[config.mk]
export PLATFORM = sky130hd
export DESIGN_NAME = column_scan_decoder
export DESIGN_NICKNAME = d
export VERILOG_FILES = /design/src/rtl/column_scan_pkg.sv /design/src/rtl/onehot_decode.sv /design/src/rtl/column_scan_decoder.sv
export SDC_FILE = /design/constraint.sdc
export NUM_CORES = 1
export LEC_CHECK = 0
export ABC_CLOCK_PERIOD_IN_PS = 5460
export CORE_ASPECT_RATIO = 0.7
export CORE_UTILIZATION = 49
export DETAILED_ROUTE_END_ITERATION = 16
export GPL_ROUTABILITY_DRIVEN = 0
export PLACE_DENSITY = 0.8
export RECOVER_POWER = 25
export SETUP_SLACK_MARGIN = 0.1
export SLEW_MARGIN = 10
export SYNTH_ARGS = -nofsm -noshare
export SYNTH_HDL_FRONTEND = slang
export SYNTH_SLANG_ARGS = --single-unit
export TNS_END_PERCENT = 5
[constraint.sdc]
create_clock -name clk -period 5.46 [get_ports clk]
set_input_delay 0.819 -clock clk [delete_from_list [all_inputs] [get_ports clk]]
set_output_delay 0.819 -clock clk [all_outputs]
set_load 0.01 [all_outputs]
[src/rtl/column_scan_pkg.sv]
// column_scan_pkg: shared state encoding and one-hot helper for the column scan decoder family
package column_scan_pkg;
  typedef enum logic {IDLE, SCAN} state_e;
  localparam int MAX_WIDTH = 8;
  localparam int MAX_N = 1 << MAX_WIDTH;
  function automatic logic [MAX_N-1:0] onehot_of(input logic [MAX_WIDTH-1:0] idx);
    onehot_of = '0;
    onehot_of[idx] = 1'b1;
  endfunction
endpackage

[src/rtl/onehot_decode.sv]
// onehot_decode: combinational enable + binary (en_i, bin_i) to one-hot (onehot_o), zero when disabled
module onehot_decode
  import column_scan_pkg::*;
#(
  parameter int WIDTH = 3,
  localparam int N = 1 << WIDTH
) (
  input  logic             en_i,
  input  logic [WIDTH-1:0] bin_i,
  output logic [N-1:0]     onehot_o
);
  assign onehot_o = en_i ? N'(onehot_of(MAX_WIDTH'(bin_i))) : '0;
endmodule

[src/rtl/column_scan_decoder.sv]
// column_scan_decoder: registered position (load / forward search past block_mask) with one-hot, valid, exhausted, busy, done outputs
module column_scan_decoder
  import column_scan_pkg::*;
#(
  parameter int WIDTH = 3,
  localparam int N = 1 << WIDTH
) (
  input  logic             clk,
  input  logic             rst,
  input  logic             enable,
  input  logic             clear,
  input  logic             load,
  input  logic [WIDTH-1:0] load_index,
  input  logic             next,
  input  logic [N-1:0]     block_mask,
  output logic [N-1:0]     onehot,
  output logic [WIDTH-1:0] index,
  output logic             valid,
  output logic             exhausted,
  output logic             busy,
  output logic             done
);
  // one extra bit so position N is distinguishable from a wrap to 0
  localparam logic [WIDTH:0] LAST = (WIDTH+1)'(N - 1);
  localparam logic [WIDTH:0] PAST = (WIDTH+1)'(N);
  state_e           state_q, state_d;
  logic [WIDTH:0]   cand_q, cand_d, start;
  logic [WIDTH-1:0] index_q, index_d;
  logic [N-1:0]     onehot_q, onehot_d;
  logic             valid_q, valid_d, exh_q, exh_d, done_q, done_d;
  always_comb begin
    start   = valid_q ? {1'b0, index_q} + (WIDTH+1)'(1) : '0;
    state_d = state_q;
    cand_d  = cand_q;
    index_d = index_q;
    valid_d = valid_q;
    exh_d   = exh_q;
    done_d  = 1'b0;
    if (!enable) begin
    end else if (clear) begin
      state_d = IDLE;
      index_d = '0;
      valid_d = 1'b0;
      exh_d   = 1'b0;
    end else if (state_q == IDLE) begin
      if (load) begin
        index_d = load_index;
        valid_d = 1'b1;
        exh_d   = 1'b0;
      end else if (next) begin
        exh_d   = start == PAST;
        valid_d = valid_q && start != PAST;
        done_d  = start == PAST;
        cand_d  = start;
        state_d = start == PAST ? IDLE : SCAN;
      end
    end else if (!block_mask[cand_q[WIDTH-1:0]]) begin
      index_d = cand_q[WIDTH-1:0];
      valid_d = 1'b1;
      done_d  = 1'b1;
      state_d = IDLE;
    end else if (cand_q == LAST) begin
      valid_d = 1'b0;
      exh_d   = 1'b1;
      done_d  = 1'b1;
      state_d = IDLE;
    end else begin
      cand_d = cand_q + (WIDTH+1)'(1);
    end
  end
  // one-hot is registered from the next-state position so it always agrees with index/valid
  onehot_decode #(.WIDTH(WIDTH)) u_dec (
    .en_i     (valid_d),
    .bin_i    (index_d),
    .onehot_o (onehot_d)
  );
  always_ff @(posedge clk) begin
    if (rst) begin
      state_q  <= IDLE;
      cand_q   <= '0;
      index_q  <= '0;
      onehot_q <= '0;
      valid_q  <= 1'b0;
      exh_q    <= 1'b0;
      done_q   <= 1'b0;
    end else begin
      state_q  <= state_d;
      cand_q   <= cand_d;
      index_q  <= index_d;
      onehot_q <= onehot_d;
      valid_q  <= valid_d;
      exh_q    <= exh_d;
      done_q   <= done_d;
    end
  end
  assign onehot    = onehot_q;
  assign index     = index_q;
  assign valid     = valid_q;
  assign exhausted = exh_q;
  assign busy      = state_q == SCAN;
  assign done      = done_q;
endmodule

==> impl_metrics.tcl, run 1 <==
set metrics [dict create \
    dp_slack_ns 2.552 \
    cts_tree "done" \
    synth-compound-area-share 0.2529 \
    hp-class "register to register" \
    internal-power_mw 0.1935 \
    post_drt_wl_per_cell_um 16.92 \
    drtIter0Drc 95 \
    cts_sinks 19 \
    finalCritPeriodShare 0.4726 \
    vias_per_cell 6.309 \
    row_count 13 \
    port_buffers 31 \
    antenna_found_initial 0 \
    pwr-share-comb 0.174 \
    root_buffer "clkbuf_4" \
    swShare 0.2855 \
    post-cts-setup-buffer-count 0 \
    grt_pass1_wl_um 4519 \
    final_cell_mix "clkdlybuf4s50_1, dfxtp_1, nor3_1" \
    area_growth_pct 33.02 \
    synth-seq-cells 19 \
    track_usage 0.2694 \
    coreArea_um2 1952 \
    hpwl_um 2246 \
    yosysSeqAreaShare 0.3560 \
    cts_resized 0 \
    htreeDepth 1 \
    cp.required_ns 5.70 \
    nets 173 \
    antennaDiodeCount 0 \
    hold_buffers 0 \
    yosys_warnings 0 \
    cap_violations 0 \
    final_common_cell "clkdlybuf4s50_1" \
    worstPathArrival_ns 2.82 \
    async_reset_ff_frac 0 \
    utilization 0.7282 \
    routed-via-count 1104 \
    hold_start "exhausted" \
    setup_slack_ns 2.880 \
    reg2reg_from "cand_q[0]" \
    met3_length_um 272 \
    grt.overflow.total 0 \
    critPathLaunch "block_mask[7]" \
    rsz0062_at_grt "false" \
    routed_wl_um 2961 \
    slew_viol_final 0 \
    layout-drive-gt1-share 0.07843 \
    crit_path_end_kind "register" \
    route.met2.wl_um 1186 \
    numCtsBuffers 3 \
    synth.distinct_cells 42 \
    hold_viol 0 \
    grt_pass1_vias 935 \
    worstPathMaxFanout 7 \
    startpoint_type "primary input" \
    min_period_ns 2.580 \
    power_density_nw_per_um2 190.5 \
    path_class "primary input to register" \
    status "finished, violations left" \
    synth_fa_ha_area_frac 0.02342 \
    fmax_ghz 0.3875 \
    leakage_nw 0.5163 \
    synth_edf_count 0 \
    route.detailed.drc 3 \
    vdd.ir_drop.worst_uv 158.3 \
    synth_top_family_by_area "compound AO/OA/AOI/OAI gates" \
    syn_nets 141 \
    drtPass1Iterations 13 \
    fillers 168 \
    clock_latency_ns 0.31 \
    clkTransAtPathRegs_ns 0.13 \
    syn_inst 122 \
    ys_dominant_reg_cell "dfxtp_1" \
    yosys.area_share.simple 0.2342 \
    fp.dieArea_um2 2374 \
    worst_hold_slack_ns 0.4989 \
    finClkSkew_ns 0.009306 \
    p_sw_mw 0.07730 \
    maxSlewHeadroom 0.6198 \
    syn-mean-instance-area_um2 8.758 \
    postRouteAntennaNets 0 \
    fp.dieW_um 57.82 \
    io_pins 32 \
    top_layer "met4" \
    cts.path.max_buffers 2 \
    die_h_um 41.07 \
    worst_pin_slew_ns 0.5629 \
    met1_length_um 1465 \
    syn_area_um2 1069 \
    synth_xor_area_frac 0.008197 \
    tns_ns 0 \
    finalSetupViolCount 0 \
    start_util 0.5474 \
    grt_max_degree 17 \
    violations "design-rule violations" \
    pwr-share-seq 0.535 \
    muxShareOfSynthArea 0.08665 \
    clkPwrFrac 0.291 \
]
==> final cells by class <==
class / instances / area (um2) / area share
repair buffers: 31 / 310.3 / 0.2183
inverters: 7 / 26.28 / 0.01849
multi-input cells: 92 / 646.9 / 0.4551
well taps: 22 / 27.53 / 0.01937
clock inverters: 1 / 7.507 / 0.005282
clock buffers: 3 / 22.52 / 0.01585
flip-flops and latches: 19 / 380.4 / 0.2676
==> worst max-delay path: stages <==
cell             delay, ns
clkdlybuf4s50_1       0.41
mux4_2                0.51
mux2_4                0.34
a221oi_4              0.28
o2bb2ai_1             0.19
nor3_1                0.25
==> metrics by stage <==
| step | cell area (um2) | std cells | total power [mW] |
|---|---|---|---|
| finish | 1421 | 175 | 0.2708 |
| global placement | 1391 | 171 | 0.1931 |
| global route | 1421 | 175 | 0.2790 |
| detailed placement | 1391 | 171 | 0.1941 |
| CTS | 1421 | 175 | 0.2708 |
| floorplan | 1069 | 122 | 0.1720 |
==> sequential cells by signal, indices dropped and copies added, names as in the netlist <==
name       flops
onehot         8
index          3
valid          1
busy           1
done           1
cand_q         4
exhausted      1
==> cells in the mapped netlist (2+ instances only) <==
library cell / n / area [um2]
dfxtp_1: 19 / 380.4
nor3_1: 11 / 55.05
nor2_1: 9 / 33.78
a21oi_1: 8 / 40.04
inv_1: 7 / 26.28
nand2_1: 7 / 26.28
nand3_1: 5 / 25.02
clkbuf_1: 4 / 15.01
o21ai_0: 4 / 20.02
a31oi_1: 3 / 18.77
mux4_2: 3 / 67.56
nand3b_1: 3 / 22.52
nor2b_1: 3 / 18.77
and2_1: 2 / 12.51
ha_1: 2 / 25.02
nand2b_1: 2 / 12.51
o211ai_1: 2 / 15.01
o21a_1: 2 / 15.01
o21ai_1: 2 / 10.01
o2bb2ai_1: 2 / 17.52
==> path summary, 6_finish.rpt <==
| kind | to | slack [ns] | cells past startpoint |
|---|---|---|---|
| worst min-delay path | exhausted | 0.50 | 2 |
| worst max register to register | onehot[6] | 3.23 | 5 |
| worst min register to register | exhausted | 0.50 | 2 |
| worst max-delay path | onehot[6] | 2.88 | 6 |
==> layer usage <==
metal,vias up,GRT usage
met2,66,0.3937
met3,6,0.06940
met5,-,0
met1,506,0.3883
met4,0,0.08333
li1,526,-
==> cell families (layout without fill, tap and decap cells) <==
logic type,Yosys count,count (layout)
flip-flops,19,19
buffers and inverters,11,42
adder cells (fa/ha/maj),2,2
multiplexers,5,5
XOR/XNOR,1,1
AO/OA/AOI/OAI,36,36
AND/OR/NAND/NOR,48,48
==> power by group through the flow <==
stage | combinational [mW] | sequential (mW) | clock, mW
6_report | 0.0470 | 0.145 | 0.0789
5_1_grt | 0.0505 | 0.145 | 0.0832
4_1_cts | 0.0466 | 0.145 | 0.0795
3_5_place_dp | 0.0463 | 0.148 | 0
3_3_place_gp | 0.0453 | 0.148 | 0
2_1_floorplan | 0.0246 | 0.147 | 0
Note: power is estimated with default switching activity, not from simulation.
==> run 2: changes to the inputs <==
--- a/config.mk
+++ b/config.mk
@@ -5,12 +5,12 @@
 export SDC_FILE = /design/constraint.sdc
 export NUM_CORES = 1
 export LEC_CHECK = 0
-export ABC_CLOCK_PERIOD_IN_PS = 5460
+export ABC_CLOCK_PERIOD_IN_PS = 2500
 export CORE_ASPECT_RATIO = 0.7
-export CORE_UTILIZATION = 49
+export CORE_UTILIZATION = 46
 export DETAILED_ROUTE_END_ITERATION = 16
 export GPL_ROUTABILITY_DRIVEN = 0
-export PLACE_DENSITY = 0.8
+export PLACE_DENSITY = 0.75
 export RECOVER_POWER = 25
 export SETUP_SLACK_MARGIN = 0.1
 export SLEW_MARGIN = 10
==> constraint.sdc (replaced) <==
create_clock -name clk -period 2.5 [get_ports clk]
set_input_delay 0.375 -clock clk [delete_from_list [all_inputs] [get_ports clk]]
set_output_delay 0.375 -clock clk [all_outputs]
set_load 0.01 [all_outputs]
==> run 2 against run 1 <==
Effect of this change:
- the run now ends clean
- total power grew 120%
- wire length is 4.0% higher
- first-iteration DRC count fell by 35%
- highest routed layer unchanged
- register-to-register slack worse by 3.0 ns
- critical path type is now register to register
==> impl_metrics.tcl, run 2 (synthesis gave the netlist of run 1 again) <==
set metrics [dict create \
    cts.path.max_buffers 2 \
    fp.dieW_um 59.61 \
    cp.required_ns 2.68 \
    hold_buffers 0 \
    largest_reg_flops 8 \
    grt_pass1_wl_um 5037 \
    hp-class "register to register" \
    clock_latency_ns 0.31 \
    area_growth_pct 36.42 \
    route.detailed.drc 0 \
    drtPass1Iterations 4 \
    numCtsBuffers 3 \
    startpoint_type "register" \
    path_class "register to register" \
    leakage_nw 0.5318 \
    cts_resized 0 \
    worstPathArrival_ns 2.48 \
    vdd.ir_drop.worst_uv 274.3 \
    register_area_um2 381.6 \
    tns_ns 0 \
    final_cell_mix "clkdlybuf4s50_1, dfxtp_1, nor3_1" \
    post_drt_wl_per_cell_um 16.38 \
    htreeDepth 1 \
    r2r_setup_slack_ns 0.21 \
    critPathLaunch "index[0]" \
    status "complete, no violations" \
    io_pins 32 \
    fp.dieArea_um2 2523 \
    post-cts-setup-buffer-count 0 \
    start_util 0.4919 \
    critPathMaxStageDelay_ns 0.54 \
    antennaDiodeCount 0 \
    cts_sinks 19 \
    vias_per_cell 5.926 \
    path_cells "ha_1 > nand3b_1 > o41ai_1 > a221oi_4 > o2bb2ai_1 > nor3_1" \
    hpwl_um 2382 \
    clkTransAtPathRegs_ns 0.12 \
    hold_viol 0 \
    cap_violations 0 \
    finClkSkew_ns 0.009633 \
    port_buffers 31 \
    rsz0062_at_grt "false" \
    postRouteAntennaNets 0 \
    cp_num_buf_inv 0 \
    multi_input_area_um2 646.9 \
    worst_pin_slew_ns 0.6345 \
    grt.overflow.total 0 \
    final_common_cell "clkdlybuf4s50_1" \
    utilization 0.6711 \
    power_density_nw_per_um2 403.9 \
    routed_wl_um 3080 \
    slew_viol_final 0 \
    routed-via-count 1114 \
    drtIter0Drc 62 \
    die_h_um 42.33 \
    nets 176 \
    hold_start "exhausted" \
    maxSlewHeadroom 0.5715 \
    coreArea_um2 2172 \
    crit_path_end_kind "register" \
    slowest_stage "o41ai_1" \
    root_buffer "clkbuf_4" \
    reg2reg_from "index[0]" \
    critPathTopFamily "compound AO/OA/AOI/OAI gates" \
    fmax_ghz 0.4361 \
    finalCritPeriodShare 0.9173 \
    finalSetupViolCount 0 \
    cts_tree "done" \
    antenna_found_initial 0 \
    layout-drive-gt1-share 0.1026 \
    worstPathMaxFanout 6 \
    fillers 205 \
    min_period_ns 2.293 \
    grt_max_degree 16 \
    grt_pass1_vias 1041 \
    track_usage 0.2745 \
    row_count 14 \
]
-- run 2: cell type report --
class,count,share of cell area
clock buffers,3,0.01545
repair buffers,34,0.2283
well taps,32,0.02747
multi-input cells,92,0.4438
clock inverters,1,0.005150
inverters,7,0.01803
flip-flops and latches,19,0.2618
-- run 2: final timing paths --
path | end | cells after the start
max | onehot[5] | 6
min | exhausted | 2
max reg2reg | onehot[5] | 6
min reg2reg | exhausted | 2
-- run 2: layer usage --
metal / routed length (um) / vias to the layer above / GRT usage / share of wire
li1: - / 535 / - / -
met2: 1380 / 62 / 0.4000 / 0.45
met3: 279 / 5 / 0.07716 / 0.091
met1: 1395 / 512 / 0.3922 / 0.45
met5: 0 / - / 0 / 0
met4: 25 / 0 / 0.08372 / 0.0081
-- run 2: power breakdown --
part / leakage [nW] / internal [mW] / total (mW) / switching (mW)
Clock: 0.0139 / 0.0611 / 0.166 / 0.105
Sequential: 0.154 / 0.308 / 0.315 / 0.00673
Combinational: 0.364 / 0.0565 / 0.108 / 0.0520
Total: 0.532 / 0.425 / 0.589 / 0.163
-- run 2: through the flow --
step	std cells	cell area, um2	worst slack [ns]	total power [mW]	hold slack (ns)
2_1_floorplan	122	1069	0.5404	0.3757	0.4615
4_1_cts	188	1456	0.2372	0.5933	0.4985
3_5_place_dp	184	1426	0.04608	0.4280	0.4830
3_3_place_gp	184	1426	0.1036	0.4254	0.4703
5_1_grt	188	1458	0.1298	0.6161	0.5223
6_report	188	1458	0.2067	0.5887	0.4951
-- run 2: worst register-to-register path, cell delays in order (launching register included) --
cell and delay, ns:
dfxtp_1 0.48, ha_1 0.31, nand3b_1 0.17, o41ai_1 0.54, a221oi_4 0.16, o2bb2ai_1 0.39
nor3_1 0.12
